===== config.mk =====
export PLATFORM = sky130hd
export DESIGN_NAME = fifo_sync_param
export DESIGN_NICKNAME = d
export VERILOG_FILES = /design/src/rtl/fifo_sync_param.sv
export SDC_FILE = /design/constraint.sdc
export NUM_CORES = 1
export LEC_CHECK = 0
export CORE_MARGIN = 1.5
export CORE_UTILIZATION = 55
export DETAILED_ROUTE_END_ITERATION = 10
export PLACE_DENSITY_LB_ADDON = 0.1
export SLEW_MARGIN = 20
export SYNTH_ARGS = -nofsm -noshare
export SYNTH_HDL_FRONTEND = slang
export SYNTH_SLANG_ARGS = --single-unit

===== constraint.sdc =====
create_clock -name Clk -period 6.25 [get_ports Clk]
set_input_delay 1.25 -clock Clk [delete_from_list [all_inputs] [get_ports Clk]]
set_output_delay 1.25 -clock Clk [all_outputs]
set_load 0.1 [all_outputs]

===== src/rtl/fifo_sync_param.sv =====
// fifo_sync_param
//   Single-clock synchronous FIFO. The width and depth are parameters.
//   The occupancy count is held in its own register.
//   A read and a write can both complete in the same cycle.
//   Almost-full and almost-empty thresholds are set by parameters.
//   A rejected write or read raises a one-cycle error pulse. The pulse is not sticky.
//
// Ports
//   Clk           rising-edge clock
//   Rst           asynchronous reset, active-low
//   WR            write request; dataIn is captured when the write is accepted
//   dataIn        write data, WIDTH bits
//   RD            read request
//   dataOut       registered read data; valid one cycle after an accepted read
//   VALID         one-cycle pulse: dataOut was updated this cycle
//   EMPTY         Count == 0
//   FULL          Count == DEPTH
//   ALMOST_FULL   Count >= AF_LEVEL
//   ALMOST_EMPTY  Count <= AE_LEVEL
//   Count         occupancy, 0..DEPTH
//   OVERFLOW      one-cycle pulse: a write was rejected
//   UNDERFLOW     one-cycle pulse: a read was rejected
module fifo_sync_param #(
  parameter int WIDTH    = 32,
  parameter int DEPTH    = 8,
  parameter int AF_LEVEL = 6,
  parameter int AE_LEVEL = 2,
  localparam int AW      = $clog2(DEPTH)
) (
  input  logic             Clk,
  input  logic             Rst,
  input  logic             WR,
  input  logic [WIDTH-1:0] dataIn,
  input  logic             RD,
  output logic [WIDTH-1:0] dataOut,
  output logic             VALID,
  output logic             EMPTY,
  output logic             FULL,
  output logic             ALMOST_FULL,
  output logic             ALMOST_EMPTY,
  output logic [AW:0]      Count,
  output logic             OVERFLOW,
  output logic             UNDERFLOW
);

  localparam logic [AW:0]   DEPTH_C = (AW+1)'(DEPTH);
  localparam logic [AW:0]   AF_THR  = (AW+1)'(AF_LEVEL);
  localparam logic [AW:0]   AE_THR  = (AW+1)'(AE_LEVEL);
  localparam logic [AW:0]   CNT_ONE = (AW+1)'(1);
  localparam logic [AW-1:0] PTR_ONE = (AW)'(1);

  logic [WIDTH-1:0] mem [DEPTH];
  logic [AW-1:0]    wr_ptr;
  logic [AW-1:0]    rd_ptr;
  logic [AW:0]      count_q;
  logic             wr_ok;
  logic             rd_ok;

  // The flags decode only the registered count, so they change cleanly on Clk.
  assign EMPTY        = (count_q == '0);
  assign FULL         = (count_q == DEPTH_C);
  assign ALMOST_FULL  = (count_q >= AF_THR);
  assign ALMOST_EMPTY = (count_q <= AE_THR);
  assign Count        = count_q;

  // A write into a full FIFO still proceeds when a read frees a slot in the same cycle.
  // When the FIFO is full, a read is always accepted because the FIFO is not empty.
  // The write then lands in the slot being read (wr_ptr == rd_ptr).
  // mem[rd_ptr] is sampled before the edge, so the read still returns the old word.
  assign wr_ok = WR & (~FULL | RD);
  // When the FIFO is empty there is no write-to-read bypass.
  // A write in the same cycle does not make the read succeed.
  assign rd_ok = RD & ~EMPTY;

  // Storage has no reset. After a reset the pointers and count mark every entry as stale.
  always_ff @(posedge Clk) begin
    if (wr_ok) begin
      mem[wr_ptr] <= dataIn;
    end
  end

  always_ff @(posedge Clk or negedge Rst) begin
    if (!Rst) begin
      wr_ptr    <= '0;
      rd_ptr    <= '0;
      count_q   <= '0;
      dataOut   <= '0;
      VALID     <= 1'b0;
      OVERFLOW  <= 1'b0;
      UNDERFLOW <= 1'b0;
    end else begin
      VALID     <= rd_ok;
      OVERFLOW  <= WR & ~wr_ok;
      UNDERFLOW <= RD & ~rd_ok;

      if (wr_ok) begin
        // DEPTH is a power of two, so the pointer wraps by natural rollover.
        wr_ptr <= wr_ptr + PTR_ONE;
      end

      if (rd_ok) begin
        dataOut <= mem[rd_ptr];
        rd_ptr  <= rd_ptr + PTR_ONE;
      end

      case ({wr_ok, rd_ok})
        2'b10:   count_q <= count_q + CNT_ONE;
        2'b01:   count_q <= count_q - CNT_ONE;
        default: count_q <= count_q;
      endcase
    end
  end

endmodule


==> results.toml <==
[sta]
finalCriticalPeriod_ns = 4.06
slew_headroom_pct = 31.1
worst_pin_slew_ns = 1.03
setup_viol = 0
hold_viol_final = 0
period_share_pct = 64.9
fmax_ghz = 0.246
fin_worst_skew_ns = 0.00713
finalSetupTns_ns = 0
holdWs_ns = 0.480
rsz0062_at_grt = "no"
drv_slew = 0

[critical_path]
critPathKind = "reg2out"
crit_path_start_kind = "register"
end_kind = "output pin"
crit_fanout = 9
crit_arrival_ns = 2.81
cp_top_family = "buffers and inverters"
critPathSlowestCell = "clkdlybuf4s50_1"
path_buf_inv = 1
crit_chain = "nor3_1, and2_1, clkdlybuf4s50_1"
required_ns = 5.00
cp_slowest_stage_delay_ns = 1.15

[clock_tree]
cts-hold-fix-buffers = 0
cts_tree = "done"
clock_path_buffers = 3
clk_pin_slew_ns = 0.06
insertion_delay_ns = 0.53
cts_buffers = 29
cts_root_buf = "clkbuf_16"
cts-resized-gates = 0
cts_sinks = 301
cts_htree_levels = 1
postCtsSetupBuffers = 0

[finish]
multi_input_area_mm2 = 0.00263
nFillCells = 1425
final_cell_mix = "edfxtp_1, clkdlybuf4s50_1, mux2_2, mux2i_1, dfrtp_1"
fin_nets = 781
syn_to_final_growth_pct = 17.4
drive_gt1_share_pct = 19.2
final_common_cell = "edfxtp_1"
final_cells = 1037
diodes = 0
final-seq-area_mm2 = 0.00882
final_util_pct = 65.4

[drt]
drt_iter0_markers = 315
met3_length_um = 1150
dr_wl_met2_um = 10700
drt-pass1-iter-count = 4
wl_per_cell_um = 21.0
ant_nets = 0
drt-vias-per-instance = 5.66
met1Wirelength_um = 9510
drt_wl_total_um = 21700
top_layer = "met4"
remaining_drc_errors = 0
num_vias = 5866

[logic_synthesis]
yosys_most_used_dff = "edfxtp_1"
synth-edff-count = 256
synthCells = 651
ys_types = 37
synth_nets = 692
postSynthAreaPerCell_um2 = 17.9
synth_warnings = 0
syn-cell-area_mm2 = 0.0116
seq_area_frac_synth_pct = 75.8
async_flop_share_pct = 15.0
synth-seq-cells = 301

[global_route]
gr-usage-all-layers_pct = 20.2
grt_pass1_vias = 6030
antenna_found_initial = 0
overflow = 0
grt_max_degree = 68
grt_pass1_wl_um = 33900

[power]
vdd_ir_drop_max_mv = 0.328
p_leak_nw = 4.77
total_power_mw = 7.27
powerDensity_mw_per_mm2 = 532

[floorplan]
initial_core_util_pct = 55.7
fp.dieH_um = 148
ios = 79
die_x_um = 148
die_area_mm2 = 0.0220
fp-row-count = 53
floorplan.core_area_mm2 = 0.0209

[flow_run]
drv_cap = 0

[place]
io_buffers = 78
place.gp.congestion = 0.743
dp.cells = 982
hpwl_um = 12000

[run_status]
status = "completed"

[hold_path]
hold_path_class = "reg2reg"
synth_stat cells, types with 4 or more instances:
cell type / n / area share, %
a22oi_1: 24 / 1.5
buf_4: 4 / 0.26
o21ai_1: 32 / 1.4
o22ai_1: 8 / 0.43
buf_6: 11 / 1.1
ha_1: 5 / 0.54
xnor2_1: 4 / 0.30
nor2_1: 5 / 0.16
nor3_1: 5 / 0.22
o221ai_1: 24 / 1.8
mux2i_1: 64 / 5.5
xor2_1: 5 / 0.38
nand2_1: 40 / 1.3
edfxtp_1: 256 / 66
dfrtp_1: 45 / 9.7
mux2_2: 66 / 6.4
clkbuf_1: 10 / 0.32
buf_2: 9 / 0.39
a221o_1: 8 / 0.69
flip-flops by register name, summed over array words and instances, names as in the netlist:
name	count
rd_ptr	3
wr_ptr	3
OVERFLOW	1
Count	4
dataOut	32
mem	256
UNDERFLOW	1
VALID	1
worst paths after layout:
check,from,slack [ns],end,cells after the start
min in group asynchronous,Rst,0.81,dataOut[15],2
hold / removal,dataOut[12],0.48,dataOut[12],2
max in group asynchronous,Rst,4.94,rd_ptr[0],2
setup / recovery,Count[2],2.19,FULL,3
setup reg to reg,Count[2],3.15,Count[2],11
hold reg to reg,dataOut[12],0.48,dataOut[12],2
cell families after synthesis:
kind of cell / after synthesis / synth area share (%)
xor+xnor: 9 / 0.678
mux: 130 / 11.9
fa+ha+maj: 5 / 0.538
buf+inv: 38 / 2.18
simple gates: 65 / 2.67
flops: 301 / 75.8
compound gates: 103 / 6.25
layout make-up:
type / count / share of cell area [%]
Clock buffer: 30 / 5.34
Clock inverter: 23 / 1.42
Inverter: 2 / 0.0550
Multi-Input combinational cell: 312 / 19.2
Sequential cell: 301 / 64.6
Tap cell: 275 / 2.52
Timing Repair Buffer: 94 / 6.85
where the power goes:
group,switching [mW],internal (mW)
logic,1.92,0.872
clock network,0.713,0.970
registers,0.208,2.59
tightest hold or removal path: cells and delay by family (launching register included):
kind | cells | cell delay [ns]
DFF | 1 | 0.34
AOI/OAI and AO/OA | 1 | 0.06
and+or+nand+nor | 1 | 0.05
stage by stage:
stage          worst slack, ns  area, um2
2_1_floorplan            0.934      11600
3_5_place_dp              2.34      12700
5_1_grt                   2.14      13700
6_report                  2.19      13700
4_1_cts                   2.17      13600
3_3_place_gp              2.51      12700
layer usage:
metal	vias to the layer above	track usage (%)
met1	2946	27.8
met2	154	34.5
met3	30	2.70
met5	-	0
li1	2736	-
met4	0	5.15
Note: power is estimated with default switching activity, not from simulation.
